<file path="src/rtl/dw_fifo_s1_sf.sv">
// Single-clock FIFO, first-word-fall-through read, flags decoded from registered occupancy, overflow/underflow error.
// Latency: a word pushed at edge N is visible on data_out after edge N once it is the head; flags follow one edge after the cause.
// Backpressure: a push while full is dropped (overflow), a pop while empty is ignored (underflow); no input-to-output combinational path.
//
// Ports:
//   clock, reset          rising-edge clock, synchronous active-high reset
//   push_req_n, pop_req_n active-low push / pop requests
//   diag_n                active-low clear of the sticky error (err_mode 0 only)
//   data_in               write data
//   empty, almost_empty, half_full, almost_full, full   occupancy flags
//   error                 overflow/underflow indication (sticky or per-cycle, see err_mode)
//   data_out              word at the head of the queue (qualify with ~empty)
module dw_fifo_s1_sf #(
    parameter int width    = 32,
    parameter int depth    = 4,
    parameter int ae_level = 1,
    parameter int af_level = 1,
    parameter int err_mode = 2,
    parameter int rst_mode = 3
) (
    input  logic             clock,
    input  logic             reset,
    input  logic             push_req_n,
    input  logic             pop_req_n,
    input  logic             diag_n,
    input  logic [width-1:0] data_in,
    output logic             empty,
    output logic             almost_empty,
    output logic             half_full,
    output logic             almost_full,
    output logic             full,
    output logic             error,
    output logic [width-1:0] data_out
);

    localparam int AW = $clog2(depth);
    localparam int CW = $clog2(depth + 1);

    localparam logic [CW-1:0] CNT_FULL = CW'(depth);
    localparam logic [CW-1:0] CNT_AE   = CW'(ae_level);
    localparam logic [CW-1:0] CNT_HF   = CW'((depth + 1) / 2);
    localparam logic [CW-1:0] CNT_AF   = CW'(depth - af_level);
    localparam logic [AW-1:0] PTR_LAST = AW'(depth - 1);

    logic [width-1:0] mem_q [depth];
    logic [AW-1:0]    wr_ptr_q, wr_ptr_d;
    logic [AW-1:0]    rd_ptr_q, rd_ptr_d;
    logic [CW-1:0]    cnt_q, cnt_d;
    logic             err_q, err_d;

    logic push_ok;
    logic pop_ok;
    logic violation;

    // Acceptance is judged on the registered occupancy only, so a pop in the
    // same cycle never frees a slot for a push when full.
    assign push_ok   = ~push_req_n && (cnt_q != CNT_FULL);
    assign pop_ok    = ~pop_req_n  && (cnt_q != '0);
    assign violation = (~push_req_n && (cnt_q == CNT_FULL)) ||
                       (~pop_req_n  && (cnt_q == '0));

    always_comb begin
        wr_ptr_d = wr_ptr_q;
        rd_ptr_d = rd_ptr_q;
        cnt_d    = cnt_q;
        err_d    = err_q;

        // Explicit wrap keeps non-power-of-two depths inside the array.
        if (push_ok) begin
            wr_ptr_d = (wr_ptr_q == PTR_LAST) ? '0 : wr_ptr_q + AW'(1);
        end
        if (pop_ok) begin
            rd_ptr_d = (rd_ptr_q == PTR_LAST) ? '0 : rd_ptr_q + AW'(1);
        end

        case ({push_ok, pop_ok})
            2'b10:   cnt_d = cnt_q + CW'(1);
            2'b01:   cnt_d = cnt_q - CW'(1);
            default: cnt_d = cnt_q;
        endcase

        if (err_mode == 2) begin
            err_d = violation;
        end else if ((err_mode == 0) && !diag_n) begin
            err_d = 1'b0;
        end else begin
            err_d = err_q | violation;
        end
    end

    always_ff @(posedge clock) begin
        if (reset) begin
            wr_ptr_q <= '0;
            rd_ptr_q <= '0;
            cnt_q    <= '0;
            err_q    <= 1'b0;
        end else begin
            wr_ptr_q <= wr_ptr_d;
            rd_ptr_q <= rd_ptr_d;
            cnt_q    <= cnt_d;
            err_q    <= err_d;
        end
    end

    generate
        if ((rst_mode % 2) == 0) begin : g_mem_rst
            always_ff @(posedge clock) begin
                if (reset) begin
                    for (int i = 0; i < depth; i++) begin
                        mem_q[i] <= '0;
                    end
                end else if (push_ok) begin
                    mem_q[wr_ptr_q] <= data_in;
                end
            end
        end else begin : g_mem_nrst
            // Storage left uninitialised; reset still blocks the write.
            always_ff @(posedge clock) begin
                if (!reset && push_ok) begin
                    mem_q[wr_ptr_q] <= data_in;
                end
            end
        end
    endgenerate

    assign empty        = (cnt_q == '0);
    assign almost_empty = (cnt_q <= CNT_AE);
    assign half_full    = (cnt_q >= CNT_HF);
    assign almost_full  = (cnt_q >= CNT_AF);
    assign full         = (cnt_q == CNT_FULL);
    assign error        = err_q;
    assign data_out     = mem_q[rd_ptr_q];

endmodule

</file>
<file path="config.mk">
export PLATFORM = sky130hd
export DESIGN_NAME = dw_fifo_s1_sf
export DESIGN_NICKNAME = d
export VERILOG_FILES = /design/src/rtl/dw_fifo_s1_sf.sv
export SDC_FILE = /design/constraint.sdc
export NUM_CORES = 1
export LEC_CHECK = 0
export ABC_AREA = 1
export ABC_CLOCK_PERIOD_IN_PS = 6200
export BUFFER_PORTS_ARGS = -buffer_cell sky130_fd_sc_hd__buf_4
export CAP_MARGIN = 20
export CORE_ASPECT_RATIO = 1.25
export CORE_MARGIN = 10
export CORE_UTILIZATION = 62
export CTS_CLUSTER_SIZE = 12
export DETAILED_ROUTE_END_ITERATION = 10
export PLACE_DENSITY = 0.85
export SYNTH_ARGS = -nofsm -noshare
export SYNTH_HDL_FRONTEND = slang
export SYNTH_SLANG_ARGS = --single-unit
</file>
<file path="constraint.sdc">
create_clock -name clock -period 6.2 [get_ports clock]
set_clock_uncertainty 0.1 [all_clocks]
set_input_delay 0.31 -clock clock [delete_from_list [all_inputs] [get_ports clock]]
set_output_delay 0.31 -clock clock [all_outputs]
set_load 0.005 [all_outputs]
</file>
Word-level counts from Yosys, hierarchy flattened
Memory sizes are Yosys's and may differ from the RTL's. A register that Yosys moved wholly into a read port is not among the register bits.
Cells that the tools add are included.
- input port bits: 37
- word-level logic and storage cells: 37
- memories: 1
- memory bits (writable): 128
- register bits: 8
- output and inout bits: 38
- memory list (name ; words ; bits a word ; read ports ; clocked after memory_dff ; wr ports ; line ; source):
    mem_q ; 4 ; 32 ; 1 ; 1 ; 1 ; 45 ; logic [width-1:0] mem_q [depth];
- $add $sub $neg: 4
- reduce and logical (&&, ||, !) cells: 10
- bitwise logic cells: 2
- equality and inequality tests: 6
- order comparisons: 3
- multiplexer cells: 7
- operators by type and width (kind ; number):
    two-way mux 2 bit ; 4
    == test 2 bit, second input constant ; 3
    greater-or-equal comparator 3 x 2 -> 1 bit, second input constant ; 2
    one-hot mux 3 bit (2 select lines) ; 1
    logical AND 1 bit ; 5
    adder 2 x 1 -> 2 bit, second input constant ; 2
    adder 3 x 1 -> 3 bit, second input constant ; 1
    == test 3 bit, second input constant ; 1
    <= comparator 3 x 1 -> 1 bit, second input constant ; 1
    zero test 3 bit ; 1
    inequality test 3 bit, second input constant ; 1
    nonzero test 3 bit ; 1
    subtractor 3 x 1 -> 3 bit, second input constant ; 1
    == test 2 x 1 -> 1 bit, second input constant ; 1
    two-way mux 1 bit ; 2
    inverter 1 bit ; 2
    nonzero test 2 bit ; 1
    zero test 1 bit ; 1
    logical OR 1 bit ; 1

Longest topological paths before layout
- depth in word-level cells: 5
- mapped depth: 9

Worst setup path after synthesis
Ideal clock, no wire load.
- path kind: flip-flop to flip-flop
- start point: register cnt_q[0]
- end point: memory mem_q[3][0], enable pin
- stages on the path, launching flop included: 8
- data required time: 5.679 ns
- path buffers: 0
- arrival: 2.427 ns
- setup time: 0.421 ns
- setup slack: 3.252 ns
- cell sequence: dfxtp_1 inv_1 ha_1 nand2_1 nand2_1 inv_1 nand2_1 nor2_1
- longest elaborated chain between the ends: 5
- RTL lines (element ; line ; source):
    start: declaration ; 48 ; logic [CW-1:0] cnt_q, cnt_d;
    start signal: assignment ; 100 ; cnt_q <= cnt_d;
    inequality test 3 bit ; 57 ; assign push_ok = ~push_req_n && (cnt_q != CNT_FULL);
    logical AND 1 bit ; 57 ;
    logical AND 1 bit ; 119 ; if (!reset && push_ok) begin
    two-way mux 1 bit ; 119 ;
    two-way mux 1 bit (not written as such) ; 120 ; mem_q[wr_ptr_q] <= data_in;
    end: declaration ; 45 ;
No other way between the ends.

Final worst setup path
- start point: register cnt_q[0]
- end point: memory mem_q[2][22], enable pin
The elaborated chain is that of the path after synthesis.

==> flow_summary.json <==
{
  "finalNonFillerCells": 705,
  "cts_buffers": 17,
  "grt_overflow": 0,
  "rr_startpoint": "cnt_q[0]",
  "drive_gt1_share_pct": 18.9,
  "holdPathEnd": "error",
  "boundaryPins": 75,
  "drt_iter0_markers": 223,
  "cts_hold_buf": 33,
  "vias": 3724,
  "timing.rr.end": "mem_q[2][22]",
  "drc": 0,
  "design_area_um2": 7210,
  "start_util_pct": 62.8,
  "status": "complete, no violations",
  "ys_seq_area_share_pct": 71.0,
  "place_inst": 638,
  "detailedPlace.worstSlack_ps": 3450,
  "yosys_most_used_dff": "edfxtp_1",
  "grt_pass1_vias": 3790,
  "min_period_ps": 2770,
  "post-synth-top-count-cell": "edfxtp_1",
  "synth-seq-cells": 138,
  "cts_root_buf": "clkbuf_16",
  "max-vdd-ir-drop_mv": 0.346,
  "regArea_um2": 4050,
  "post_cts_buffers": 0,
  "rows": 39,
  "maxSlewViolCount": 0,
  "leakagePower_uw": 0.00291,
  "setup_slack_ps": 3430,
  "start_kind": "register",
  "area_growth_syn_to_layout_pct": 26.6,
  "power_density_nw_per_um2": 408,
  "port-buffer-count": 73,
  "cts_tree": "built",
  "rsz0062_at_grt": "no",
  "tightest_slew_ps": 1070,
  "grt_pass1_wl_mm": 18.7,
  "critPathRequiredTime_ps": 6130,
  "die_area_um2": 13400,
  "synth_top_area_share_pct": 67.5,
  "insertion_delay_ps": 410,
  "ys_types": 19,
  "hold_violations": 0,
  "synth_common_cells": "128 x edfxtp_1, 83 x inv_1, 81 x nand2_1",
  "routed_via_density": 5.28,
  "avgSynthCellArea_um2": 12.3,
  "synth_area_um2": 5700,
  "placed_cell_area_um2": 6260,
  "synthTopCellsByArea": "edfxtp_1 67%, inv_1 5.5%, nand2_1 5.3%",
  "end_kind": "register",
  "critical_path_class": "register to register",
  "grt_max_degree": 129,
  "min_period_over_period_pct": 44.6,
  "hold_start": "push_req_n",
  "setup_viol": 0,
  "ant_nets": 0,
  "rrSetupSlack_ps": 3430,
  "yosysWarnings": 0,
  "synth_cells": 463,
  "detail_route.wl_per_cell_um": 17.3,
  "synth_area_leader_cell": "edfxtp_1",
  "drt_wl_total_mm": 12.2,
  "hold-path-cell-count": 4,
  "grtUsageTotal_pct": 17.8,
  "die_h_um": 127,
  "fill_cells": 519,
  "fmax_ghz": 0.361,
  "min_path_type": "primary input to register",
  "dp_hpwl_mm": 6.33,
  "slew_headroom_pct": 28.4,
  "async_flop_share_pct": 0,
  "multiInputGateArea_um2": 1200,
  "syn_nets": 512,
  "core_um2": 9080,
  "antenna_found_initial": 0,
  "n_antenna_cell": 0,
  "cp_max_fo": 32,
  "cp.arrival_ps": 2700,
  "synth_edf_count": 128,
  "ctsHtreeMaxLevel": 4,
  "ctsResizeCount": 0,
  "maxCapViolations": 0,
  "cts_buffer_depth": 2,
  "nNetsFinal": 618,
  "fin_setup_tns_ps": 0,
  "clock_sinks": 138,
  "firstDrtPassIters": 5,
  "gp_congestion": 0.726,
  "cts.clk_slew.worst_paths_ps": 50,
  "die_w_um": 106,
  "reg2reg_depth": 7
}
[power by group]
part | total (uW) | switching [uW] | internal, uW | leakage [uW]
combinational | 803 | 431 | 371 | 0.00138
sequential | 1170 | 72.7 | 1100 | 0.00125
clock | 968 | 344 | 624 | 0.000283
[routing by layer]
| layer | GRT usage [%] | routed length [um] | part of all wire (%) | vias up |
|---|---|---|---|---|
| met1 | 17.9 | 4420 | 36 | 1793 |
| met5 | 0 | 0 | 0 | - |
| met4 | 6.54 | 170 | 1.4 | 0 |
| li1 | - | - | - | 1791 |
| met3 | 5.89 | 615 | 5.0 | 15 |
| met2 | 33.1 | 6980 | 57 | 125 |
[cells in the final DEF, fill, tap and decap left out]
| cell type | synthesis | routed |
|---|---|---|
| edfxtp_1 | 128 | 128 |
| inv_1 | 83 | 83 |
| nand2_1 | 81 | 81 |
| buf_4 | 3 | 73 |
| a21oi_1 | 36 | 36 |
| dlygate4sd3_1 | 0 | 33 |
| o211ai_1 | 32 | 32 |
| o21ai_1 | 24 | 24 |
| clkbuf_16 | 0 | 17 |
| o21ai_0 | 14 | 14 |
| nor2_1 | 16 | 12 |
| ha_1 | 12 | 12 |
| dfxtp_1 | 10 | 8 |
| clkinv_2 | 0 | 6 |
| nor2_4 | 0 | 4 |
| clkbuf_1 | 0 | 4 |
| bufinv_16 | 0 | 3 |
| clkinv_1 | 0 | 2 |
| inv_2 | 1 | 1 |
| a21oi_4 | 1 | 1 |
| or2_2 | 1 | 1 |
| nand3_1 | 1 | 1 |
| xnor2_1 | 1 | 1 |
| nand3b_1 | 1 | 1 |
| dfxtp_4 | 0 | 1 |
| dfxtp_2 | 0 | 1 |
| buf_12 | 0 | 1 |
| buf_16 | 0 | 1 |
[cells by family (layout without fill, tap and decap cells)]
kind of cell / after synthesis / after routing / synth area share [%]
AO/OA/AOI/OAI: 107 / 107 / 11.0
buffers and inverters: 105 / 224 / 8.50
flip-flops: 138 / 138 / 71.0
AND/OR/NAND/NOR: 100 / 100 / 6.72
XOR/XNOR: 1 / 1 / 0.154
adder cells (fa/ha/maj): 12 / 12 / 2.64
[flip-flops by register name, indices dropped and copies added (netlist names), named ones only]
name      flops
mem_q       128
error         1
wr_ptr_q      2
cnt_q         3
rd_ptr_q      2
[how the worst max path moves through the flow]
stage,startpoint,end,cells past startpoint
3_5_place_dp,cnt_q[0],mem_q[2][22],7
2_1_floorplan,cnt_q[0],mem_q[3][0],7
3_3_place_gp,cnt_q[0],mem_q[2][26],7
4_1_cts,cnt_q[0],mem_q[2][24],7
5_1_grt,cnt_q[0],mem_q[2][23],7
6_report,cnt_q[0],mem_q[2][22],7
[metrics by stage]
step | hold WS, ps | util [%] | power [uW]
2_1_floorplan | 279 | - | 1630
3_3_place_gp | 390 | 69.0 | 1900
3_5_place_dp | 399 | 69.0 | 1930
4_1_cts | 64.8 | 78.9 | 2920
5_1_grt | 120 | 79.4 | 3100
6_report | 77.6 | 79.4 | 2940
[final cells by class]
class / instances / area share [%]
repair buffers: 108 / 12.8
flip-flops and latches: 138 / 56.2
clock inverters: 11 / 1.77
multi-input cells: 220 / 16.6
clock buffers: 21 / 6.11
well taps: 123 / 2.13
inverters: 84 / 4.37
[critical path, stage by stage (launching register included)]
cell	delay, ps
dfxtp_1	400
inv_1	120
ha_1	280
nand2_1	100
nand2_1	110
inv_1	110
nand2_1	250
nor2_4	890
(Power assumes the default switching activity.)
